### config.mk
export PLATFORM = sky130hd
export DESIGN_NAME = note_scheduler_flat
export DESIGN_NICKNAME = d
export VERILOG_FILES = /design/src/rtl/note_scheduler_pkg.sv /design/src/rtl/note_scheduler_if.sv /design/src/rtl/tick_divider.sv /design/src/rtl/note_scheduler.sv /design/src/flat_wrapper.sv
export SDC_FILE = /design/constraint.sdc
export NUM_CORES = 1
export LEC_CHECK = 0
export ABC_AREA = 0
export CORE_UTILIZATION = 65
export CTS_BUF_LIST = sky130_fd_sc_hd__clkbuf_2 sky130_fd_sc_hd__clkbuf_4 sky130_fd_sc_hd__clkbuf_8
export DETAILED_ROUTE_END_ITERATION = 10
export GPL_TIMING_DRIVEN = 0
export PLACE_DENSITY = 0.89
export SKIP_CTS_REPAIR_TIMING = 1
export SYNTH_ARGS = -nofsm -noshare
export SYNTH_HDL_FRONTEND = slang
export SYNTH_SLANG_ARGS = --single-unit
### constraint.sdc
create_clock -name clk -period 4.6 [get_ports clk]
set_input_delay 0.92 -clock clk [delete_from_list [all_inputs] [get_ports clk]]
set_output_delay 0.92 -clock clk [all_outputs]
set_load 0.02 [all_outputs]
### src/rtl/note_scheduler_pkg.sv
// rhythm_pkg: shared types and constants for the note scheduler slice.
//   sched_state_t : scheduler FSM state encoding (IDLE/PLAY/PAUSE/OVER)
//   LANES         : number of spawn lanes
//   ROW_PAIRS     : drain ticks needed to flush the 16-row matrix
//   LFSR_TAPS     : Galois mask for x^16+x^14+x^13+x^11
//   lfsr_step     : one Galois LFSR advance
//   spawn_pattern : lane pattern selected by density from an LFSR value
package rhythm_pkg;

    typedef enum logic [1:0] {
        IDLE  = 2'd0,
        PLAY  = 2'd1,
        PAUSE = 2'd2,
        OVER  = 2'd3
    } sched_state_t;

    localparam int unsigned LANES     = 4;
    localparam int unsigned ROW_PAIRS = 8;
    localparam logic [15:0] LFSR_TAPS = 16'hB400;

    function automatic logic [15:0] lfsr_step(input logic [15:0] l);
        return l[0] ? ((l >> 1) ^ LFSR_TAPS) : (l >> 1);
    endfunction

    function automatic logic [LANES-1:0] spawn_pattern(input logic [15:0] l,
                                                       input logic [1:0]  density);
        logic [LANES-1:0] p;
        p = '0;
        unique case (density)
            2'd0: p = '0;
            2'd1: p = l[7] ? (4'b0001 << l[1:0]) : '0;
            2'd2: p = l[3:0] & l[7:4];
            2'd3: p = l[3:0];
            default: p = '0;
        endcase
        return p;
    endfunction

endpackage

### src/rtl/note_scheduler_if.sv
// note_scheduler_if: control/status bundle of the note scheduler.
//   start, pause     : one-cycle command pulses (pause toggles PLAY/PAUSE)
//   speed, density   : tempo (higher = faster) and note density
//   en, spawn        : matrix shift tick and lane spawn pulse
//   state, rows_left : FSM state and remaining spawn ticks
//   done             : song finished
// master drives commands, slave is the scheduler.
interface note_scheduler_if;
    import rhythm_pkg::*;

    logic               start;
    logic               pause;
    logic [9:0]         speed;
    logic [1:0]         density;
    logic               en;
    logic [LANES-1:0]   spawn;
    sched_state_t       state;
    logic [7:0]         rows_left;
    logic               done;

    modport master (
        output start, pause, speed, density,
        input  en, spawn, state, rows_left, done
    );

    modport slave (
        input  start, pause, speed, density,
        output en, spawn, state, rows_left, done
    );

endinterface

### src/rtl/tick_divider.sv
// tick_divider: two-stage tempo divider.
//   clk, reset : clock, synchronous active-high reset
//   run        : counters advance only while high
//   clear      : zero both counters
//   reload     : sub-tick period (1..1024), changed only at wrap by the owner
//   tick       : high in the cycle both counters sit at their terminal value
module tick_divider #(
    parameter int unsigned TICK_DIV = 50000
) (
    input  logic        clk,
    input  logic        reset,
    input  logic        run,
    input  logic        clear,
    input  logic [10:0] reload,
    output logic        tick
);

    localparam int unsigned PW = (TICK_DIV > 1) ? $clog2(TICK_DIV) : 1;

    logic [PW-1:0] presc_q;
    logic [10:0]   sub_q;
    logic          presc_end;
    logic          sub_end;

    assign presc_end = (presc_q == PW'(TICK_DIV - 1));
    assign sub_end   = (sub_q == (reload - 11'd1));
    assign tick      = run && !clear && presc_end && sub_end;

    always_ff @(posedge clk) begin
        if (reset || clear) begin
            presc_q <= '0;
            sub_q   <= '0;
        end else if (run) begin
            if (presc_end) begin
                presc_q <= '0;
                sub_q   <= sub_end ? '0 : (sub_q + 11'd1);
            end else begin
                presc_q <= presc_q + PW'(1);
            end
        end
    end

endmodule

### src/rtl/note_scheduler.sv
// note_scheduler: song FSM driving the falling-note matrix.
//   clk, reset : clock, synchronous active-high reset
//   bus        : note_scheduler_if.slave (start/pause/speed/density in,
//                en/spawn/state/rows_left/done out, all registered)
// Each tempo tick raises en for one cycle; the lane pattern chosen on that
// tick is emitted on spawn the following cycle so a spawn never lands on a
// shift. After the last spawn tick, ROW_PAIRS drain ticks flush the matrix.
module note_scheduler
    import rhythm_pkg::*;
#(
    parameter int unsigned TICK_DIV  = 50000,
    parameter int unsigned SONG_ROWS = 200,
    parameter logic [15:0] LFSR_SEED = 16'hACE1
) (
    input  logic                clk,
    input  logic                reset,
    note_scheduler_if.slave     bus
);

    localparam int unsigned DW = $clog2(ROW_PAIRS);

    sched_state_t       state_q;
    logic [15:0]        lfsr_q;
    logic [7:0]         rows_q;
    logic               drain_q;
    logic [DW-1:0]      drain_cnt_q;
    logic               parity_q;
    logic [10:0]        reload_q;
    logic [LANES-1:0]   pend_q;
    logic               en_q;
    logic [LANES-1:0]   spawn_q;
    logic               done_q;

    logic               start_go;
    logic               run;
    logic               tick;
    logic [10:0]        speed_reload;
    logic [15:0]        lfsr_next;

    assign start_go     = bus.start && (state_q == IDLE || state_q == OVER);
    assign run          = (state_q == PLAY);
    assign speed_reload = 11'd1024 - {1'b0, bus.speed};
    assign lfsr_next    = lfsr_step(lfsr_q);

    tick_divider #(.TICK_DIV(TICK_DIV)) u_div (
        .clk    (clk),
        .reset  (reset),
        .run    (run),
        .clear  (start_go),
        .reload (reload_q),
        .tick   (tick)
    );

    always_ff @(posedge clk) begin
        if (reset) begin
            state_q     <= IDLE;
            lfsr_q      <= LFSR_SEED;
            rows_q      <= '0;
            drain_q     <= 1'b0;
            drain_cnt_q <= '0;
            parity_q    <= 1'b0;
            reload_q    <= 11'd1024;
            pend_q      <= '0;
            en_q        <= 1'b0;
            spawn_q     <= '0;
            done_q      <= 1'b0;
        end else begin
            en_q    <= 1'b0;
            spawn_q <= '0;
            if (start_go) begin
                state_q     <= PLAY;
                lfsr_q      <= LFSR_SEED;
                rows_q      <= 8'(SONG_ROWS);
                drain_q     <= 1'b0;
                drain_cnt_q <= '0;
                parity_q    <= 1'b0;
                reload_q    <= speed_reload;
                pend_q      <= '0;
                done_q      <= 1'b0;
            end else begin
                unique case (state_q)
                    PLAY: begin
                        if (bus.pause) state_q <= PAUSE;
                        // pattern chosen on the previous tick goes out now;
                        // a pending pattern survives a pause
                        spawn_q <= pend_q;
                        pend_q  <= '0;
                        if (tick) begin
                            en_q     <= 1'b1;
                            reload_q <= speed_reload;
                            parity_q <= ~parity_q;
                            if (!drain_q) begin
                                lfsr_q <= lfsr_next;
                                rows_q <= (rows_q == 8'd0) ? 8'd0 : (rows_q - 8'd1);
                                if (rows_q <= 8'd1) drain_q <= 1'b1;
                                pend_q <= parity_q ? '0 : spawn_pattern(lfsr_next, bus.density);
                            end else if (drain_cnt_q == DW'(ROW_PAIRS - 1)) begin
                                state_q <= OVER;
                                done_q  <= 1'b1;
                            end else begin
                                drain_cnt_q <= drain_cnt_q + DW'(1);
                            end
                        end
                    end
                    PAUSE: begin
                        if (bus.pause) state_q <= PLAY;
                    end
                    default: ;
                endcase
            end
        end
    end

    assign bus.en        = en_q;
    assign bus.spawn     = spawn_q;
    assign bus.state     = state_q;
    assign bus.rows_left = rows_q;
    assign bus.done      = done_q;

endmodule
### src/flat_wrapper.sv
// flat-port wrapper written by rule: the top's interface ports become plain ports
module note_scheduler_flat import rhythm_pkg::*;
#(
    parameter int unsigned TICK_DIV  = 50000,
    parameter int unsigned SONG_ROWS = 200,
    parameter logic [15:0] LFSR_SEED = 16'hACE1
)
  (clk, reset, bus_start, bus_pause, bus_speed, bus_density, bus_en, bus_spawn, bus_state, bus_rows_left, bus_done);
  note_scheduler_if bus_i ();
  input  logic clk;
  input  logic reset;
  input wire logic [$bits(bus_i.start)-1:0] bus_start;
  input wire logic [$bits(bus_i.pause)-1:0] bus_pause;
  input wire logic [$bits(bus_i.speed)-1:0] bus_speed;
  input wire logic [$bits(bus_i.density)-1:0] bus_density;
  output wire logic [$bits(bus_i.en)-1:0] bus_en;
  output wire logic [$bits(bus_i.spawn)-1:0] bus_spawn;
  output wire logic [$bits(bus_i.state)-1:0] bus_state;
  output wire logic [$bits(bus_i.rows_left)-1:0] bus_rows_left;
  output wire logic [$bits(bus_i.done)-1:0] bus_done;
  assign bus_i.start = bus_start;
  assign bus_i.pause = bus_pause;
  assign bus_i.speed = bus_speed;
  assign bus_i.density = bus_density;
  assign bus_en = bus_i.en;
  assign bus_spawn = bus_i.spawn;
  assign bus_state = bus_i.state;
  assign bus_rows_left = bus_i.rows_left;
  assign bus_done = bus_i.done;
  note_scheduler #(.TICK_DIV(TICK_DIV), .SONG_ROWS(SONG_ROWS), .LFSR_SEED(LFSR_SEED)) u_core (.clk(clk), .reset(reset), .bus(bus_i));
endmodule
==> results of run 1 <==
## power groups by stage
stage / clock (µW) / sequential [µW] / combinational [µW]
floorplan: 0 / 746 / 178
global placement: 0 / 745 / 249
detailed placement: 0 / 745 / 258
CTS: 565 / 729 / 262
global route: 596 / 733 / 292
finish: 570 / 730 / 267
## layout make-up
type	count	area share, %
flip-flops and latches	79	33.8
multi-input cells	371	49.4
inverters	16	1.28
repair buffers	30	6.42
well taps	75	2.01
plain buffers	26	2.43
clock buffers	10	2.81
clock inverters	6	1.82
## worst register-to-register path, stage by stage, from the launching register on
cell and delay (ns):
dfxtp_1 0.46, inv_1 0.10, ha_1 0.20, clkbuf_2 0.18
o21ba_2 0.22, a221oi_1 0.28, a41o_1 0.17, and4b_1 0.31
and4_1 0.23, clkbuf_1 0.27, buf_2 0.30, o2111ai_1 0.17
a21oi_1 0.17
## stage by stage
stage | total power, µW | cell area, µm² | hold WS (ns)
6_report | 1570 | 4680 | 0.471
5_1_grt | 1620 | 4680 | 0.503
4_1_cts | 1560 | 4680 | 0.467
3_5_place_dp | 1000 | 4460 | 0.455
3_3_place_gp | 993 | 4460 | 0.441
2_1_floorplan | 923 | 4070 | 0.440
## metal layers
layer  wire (µm)  global-route usage (%)
met1        4390                    40.0
met5           0                       0
met4         235                    16.1
met2        4830                    53.1
met3         712                    7.30
## flip-flops by register name, summed over array words and instances (netlist names)
register	flops
u_core.reload_q	11
u_core.bus.rows_left	8
u_core.bus.en	1
u_core.u_div.sub_q	11
u_core.u_div.presc_q	16
u_core.bus.state	2
u_core.drain_cnt_q	3
u_core.parity_q	1
u_core.drain_q	1
u_core.pend_q	4
u_core.bus.done	1
u_core.bus.spawn	4
u_core.lfsr_q	16
## kinds of logic after synthesis
group                      Yosys count  synth area share, %
AOI/OAI and AO/OA                  106                 16.0
xor gates and xnor gates            48                 10.3
adders and majority gates           10                 3.08
buffers and inverters               42                 4.28
DFF                                 79                 38.9
muxes                                2                0.523
and+or+nand+nor                    205                 26.9
## worst paths after layout
check                                      end                             from
setup / recovery   u_core.drain_q$_SDFFE_PP0P_  u_core.reload_q[0]$_SDFFE_PP0P_
hold / removal    u_core.bus.done$_SDFFE_PP0P_     u_core.bus.done$_SDFFE_PP0P_
setup reg to reg   u_core.drain_q$_SDFFE_PP0P_  u_core.reload_q[0]$_SDFFE_PP0P_
hold reg to reg   u_core.bus.done$_SDFFE_PP0P_     u_core.bus.done$_SDFFE_PP0P_
## layout by cell type (no fill, tap or decap), types with 10 or more instances in the layout
cell and n:
nor2_1 54, inv_1 15, nor3_1 10, xor2_1 20
a21oi_1 38, o21ai_0 32, clkbuf_1 18, clkdlybuf4s50_1 30
xnor2_1 28, nand3_1 42, dfxtp_1 79, nand4_1 10
and3_1 10, ha_1 10, nand2_1 29
==> reports/results.tsv, run 1 <==
stage	metric	value	unit
yosys	synth_edf_count	0	
pwr	swShare	28.3	%
finish	fin_nets	559	
cts	cts_tree	built	
worst_hold_path	worst_hold_path_type	reg -> reg	
finish	fillers	417	
pwr	switchingPower	444	µW
finish	final_cells	613	
setup_path	cpPeakStageDelay	0.46	ns
grt	antenna_found_initial	0	
sta	fin_skew	0.00857	ns
pwr	p_clk_share	36.4	%
routing	wl_per_cell	16.6	µm
routing	dr_total_vias	3884	
setup_path	cp_max_fo	10	
routing	viasPerCell	6.34	
yosys	yosys_warnings	0	
finish	post-route-util	78.1	%
die	fp.dieH	81.1	µm
setup_path	cp-start-kind	flip-flop	
yosys	synth_area_leaders	dfxtp_1, xnor2_1, nand3_1	
cts	htree_levels	3	
die	dieWidth	81.1	µm
yosys	synth_seq_area_share	38.9	%
die	ioPinCount	32	
sta	fin_crit_sh	68.0	%
cts	cts_buffer_depth	2	
placed_design	dpl.hpwl	7110	µm
sta	max_freq	320	MHz
sta	min_period	3.13	ns
pwr	p_per_area	335	nW/µm²
pwr	irDropWorstVdd	288	µV
die	initial_core_util	67.9	%
cts	cts.sinks	79	
setup_path	path_cells	inv_1 -> ha_1 -> clkbuf_2 -> o21ba_2 -> a221oi_1 -> a41o_1 -> and4b_1 -> and4_1 -> clkbuf_1 -> buf_2 -> o2111ai_1 -> a21oi_1	
grt	grt_pass1_vias	3640	
pwr	leakagePower	0.00162	µW
yosys	syn_avg_cell_area	8.27	µm²
yosys	synth_area	4070	µm²
sta	setup_viol_count_final	0	
setup_path	worstSetupPathType	reg -> reg	
sta	slew_headroom	38.6	%
setup_path	end_kind	flip-flop	
finish	multi_input_area	2310	µm²
yosys	synth_commonest_cells	dfxtp_1, nor2_1, nand3_1	
yosys	synthesis.nets	518	
cts	clk_pin_slew	0.08	ns
worst_hold_path	min_path_cells	2	
finish	antenna_cells	0	
routing	ant_nets	0	
yosys	synth_flop_cell	dfxtp_1	
routing	drt_iter0_drc	312	
cts	root_buffer	clkbuf_8	
yosys	synthArstFlopShare	0	%
yosys	yosysMostFrequentCell	dfxtp_1	
pwr	combPwrFrac	17.0	%
grt	grt_max_degree	14	
cts	clock_latency	0.36	ns
yosys	yosys.area.top_type	dfxtp_1	
routing	firstDrtPassIters	5	
setup_path	worst-path-stages	12	
sta	rsz0062_at_grt	false	
yosys	ys_ff_latch	79	
setup_path	slowest_stage	dfxtp_1	
pwr	intPower	1120	µW
finish	syn2layout_area_growth	15.0	%
placed_design	portBuffers	30	
sta	max_slew.worst_pin.slew	0.919	ns
setup_path	worstPathArrival	3.41	ns
routing	drc	0	
pwr	share_seq_of_total_power	46.6	%
outcome	outcome	completed	
grt	grt_pass1_wl	16300	µm
sta	finalMaxSlewViolations	0	
die	rows	28	
setup_path	reg2reg_slack	1.47	ns
setup_path	worstRegToRegCells	12	
sta	hold_violations	0	
die	core-area	5990	µm²
setup_path	cp.required	4.89	ns
grt	grt_overflow	0	
die	die_area	6580	µm²
yosys	synthDominantCellAreaShare	38.9	%
routing	routed_wl	10200	µm
sta	setup-tns-final	0	ns
placed_design	place_inst	597	
cts	cts_buffers	9	
grt	track_usage	32.4	%
placed_design	gp_congestion	0.881	
yosys	synth_cells	492	
finish	drive_gt1_share	6.51	%
sta	worst_slack	1.47	ns
setup_path	crit_family	compound AO/OA/AOI/OAI gates	
setup_path	path_buf_inv	4	
yosys	yosys.cell_types.count	59	
placed_design	dp_slack	1.59	ns
run	maxCapViolations	0	
finish	seqCellArea	1580	µm²
Note: power is estimated with default switching activity, not from simulation.
==> run 2: changes to the inputs <==
CORE_UTILIZATION = 55   (was 65)
PLACE_DENSITY = 0.8   (was 0.89)
clock period = 2.53 ns   (was 4.6 ns; I/O delays follow)
==> run 2 against run 1 <==
  * The flow now finishes with violations (setup timing)
  * Non-clock buffer count increased by 12
  * Critical path type unchanged
  * Clock skew is 0.0052 ns higher
  * Clock power up 53%
  * Critical endpoint is now u_core.pend_q[2]$_SDFFE_PP0P_
  * Count of clock-buffer cells in the layout unchanged
  * Combinational power rose by 110%
  * Via count rose by 0.39%
  * Register-to-register slack worse by 1.5 ns
==> reports/results.tsv, run 2 (synthesis gave the netlist of run 1 again) <==
stage	metric	value	unit	change
grt	grt_overflow	0		unchanged
cts	cts.sinks	79		unchanged
cts	root_buffer	clkbuf_8		unchanged
grt	grt_pass1_vias	3556		was 3640
finish	fin_area	4960	µm²	was 4680 µm²
finish	antenna_cells	0		unchanged
die	initial_core_util	58.2	%	was 67.9%
sta	max_slew.worst_pin.slew	0.691	ns	was 0.919 ns
placed_design	dpl.hpwl	7330	µm	was 7110 µm
setup_path	cp.required	2.82	ns	was 4.89 ns
sta	rsz0062_at_grt	true		was false
grt	antenna_found_initial	0		unchanged
setup_path	end_kind	flip-flop		unchanged
die	core-area	6980	µm²	was 5990 µm²
sta	worst_slack	-0.0116	ns	was 1.47 ns
setup_path	endpoint	u_core.pend_q[2]$_SDFFE_PP0P_		was u_core.drain_q$_SDFFE_PP0P_
placed_design	place_inst	618		was 597
cts	cts_buffers	9		unchanged
placed_design	gp_congestion	0.905		was 0.881
finish	final_cells	646		was 613
placed_design	dp_slack	-0.383	ns	was 1.59 ns
sta	min_period	2.54	ns	was 3.13 ns
worst_hold_path	worst_hold_path_type	reg -> reg		unchanged
setup_path	cp-start-kind	flip-flop		unchanged
setup_path	worstRegToRegCells	11		was 12
setup_path	startpoint	u_core.reload_q[0]$_SDFFE_PP0P_		unchanged
grt	grt_max_degree	14		unchanged
cts	htree_levels	3		unchanged
routing	drc	0		unchanged
finish	syn2layout_area_growth	21.9	%	was 15.0%
sta	slew_headroom	53.9	%	was 38.6%
finish	final_cell_mix	dfxtp_1, nor2_1, nand3_1, a21oi_1, clkdlybuf4s50_1		was dfxtp_1, nor2_1, nand3_1, a21oi_1, o21ai_0
grt	track_usage	28.1	%	was 32.4%
sta	hold_violations	0		unchanged
pwr	irDropWorstVdd	438	µV	was 288 µV
finish	fin_nets	571		was 559
die	rows	30		was 28
setup_path	r2r-end	u_core.pend_q[2]$_SDFFE_PP0P_		was u_core.drain_q$_SDFFE_PP0P_
routing	viasPerCell	6.04		was 6.34
sta	finalMaxSlewViolations	0		unchanged
routing	dr_total_vias	3899		was 3884
finish	fillers	541		was 417
finish	top_regs	u_core.lfsr_q x16, u_core.u_div.presc_q x16		unchanged
die	die_area	7740	µm²	was 6580 µm²
run	maxCapViolations	0		unchanged
grt	grt_pass1_wl	16700	µm	was 16300 µm
setup_path	worstPathArrival	2.83	ns	was 3.41 ns
outcome	failed_checks	setup timing		
finish	final_common_cell	dfxtp_1		unchanged
placed_design	placed_area	4490	µm²	was 4460 µm²
sta	fin_crit_sh	100	%	was 68.0%
setup_path	worstSetupPathType	reg -> reg		unchanged
sta	fin_skew	0.0138	ns	was 0.00857 ns
die	ioPinCount	32		unchanged
setup_path	reg2reg_slack	-0.01	ns	was 1.47 ns
setup_path	worstReg2RegStart	u_core.reload_q[0]$_SDFFE_PP0P_		unchanged
sta	setup_viol_count_final	2		was 0
cts	cts_buffer_depth	2		unchanged
die	fp.dieH	88.0	µm	was 81.1 µm
setup_path	cp_max_fo	5		was 10
routing	drt_iter0_drc	296		was 312
cts	clock_latency	0.37	ns	was 0.36 ns
finish	drive_gt1_share	14.5	%	was 6.51%
pwr	p_per_area	558	nW/µm²	was 335 nW/µm²
routing	ant_nets	0		unchanged
outcome	outcome	finished, violations left		was completed
routing	wl_per_cell	16.5	µm	was 16.6 µm
routing	firstDrtPassIters	5		unchanged
cts	cts_tree	built		unchanged
cts	clk_pin_slew	0.09	ns	was 0.08 ns
routing	routed_wl	10700	µm	was 10200 µm
pwr	leakagePower	0.00171	µW	was 0.00162 µW
placed_design	portBuffers	30		unchanged
die	dieWidth	88.0	µm	was 81.1 µm
sta	max_freq	393	MHz	was 320 MHz
## run 2: how the worst min path moves through the flow
stage | cells past startpoint | slack, ns | startpoint | endpoint
final | 2 | 0.47 | u_core.bus.done$_SDFFE_PP0P_ | u_core.bus.done$_SDFFE_PP0P_
after global routing | 2 | 0.50 | u_core.bus.done$_SDFFE_PP0P_ | u_core.bus.done$_SDFFE_PP0P_
after CTS | 2 | 0.48 | u_core.bus.done$_SDFFE_PP0P_ | u_core.bus.done$_SDFFE_PP0P_
after detailed placement | 2 | 0.46 | u_core.bus.done$_SDFFE_PP0P_ | u_core.bus.done$_SDFFE_PP0P_
after global placement | 2 | 0.44 | u_core.bus.done$_SDFFE_PP0P_ | u_core.bus.done$_SDFFE_PP0P_
after floorplan | 2 | 0.44 | u_core.lfsr_q[9]$_SDFFE_PP0P_ | u_core.lfsr_q[8]$_SDFFE_PP0P_
## run 2: cell type report
type                       count  area (µm²)  share of cell area (%)
buffer                        24         133                    2.68
clock buffer                  10         138                    2.78
clock inverter                 6        36.3                   0.732
inverter                      16        65.1                    1.31
multi-input combinational    371        2450                    49.4
sequential                    79        1590                    32.1
tap                           96         120                    2.42
timing repair buffer          44         425                    8.58
## run 2: stage by stage
stage	total power [µW]	utilization [%]	hold WS (ns)	setup TNS, ns
after detailed placement	1830	64.3	0.458	-15.67
after CTS	2680	66.8	0.475	-17.65
after global routing	2860	71.0	0.499	-0.687
after global placement	1810	64.3	0.442	-12.36
after floorplan	1680	-	0.440	0
final	2770	71.0	0.469	-0.0220
## run 2: critical path, stage by stage, from the launching register on
cell and delay, ns:
dfxtp_4 0.41, inv_4 0.05, ha_4 0.15, buf_6 0.12, o21ba_4 0.19, a221oi_2 0.23
a41o_1 0.14, and4b_2 0.29, nand4_4 0.12, buf_6 0.16, or4_4 0.49, a21oi_2 0.13
## run 2: routing by layer
layer  part of all wire, %  routed length, µm  global-route usage (%)
met1                    43               4630                    35.9
met2                    49               5230                    46.4
met3                   5.3                565                    4.34
met4                   2.2                230                    13.6
met5                     0                  0                       0
## run 2: power by group
part | internal, µW | total [µW] | leakage, µW | switching, µW
logic | 247 | 561 | 0.000980 | 313
registers | 1280 | 1330 | 0.000642 | 54.7
clock network | 378 | 871 | 0.0000918 | 493
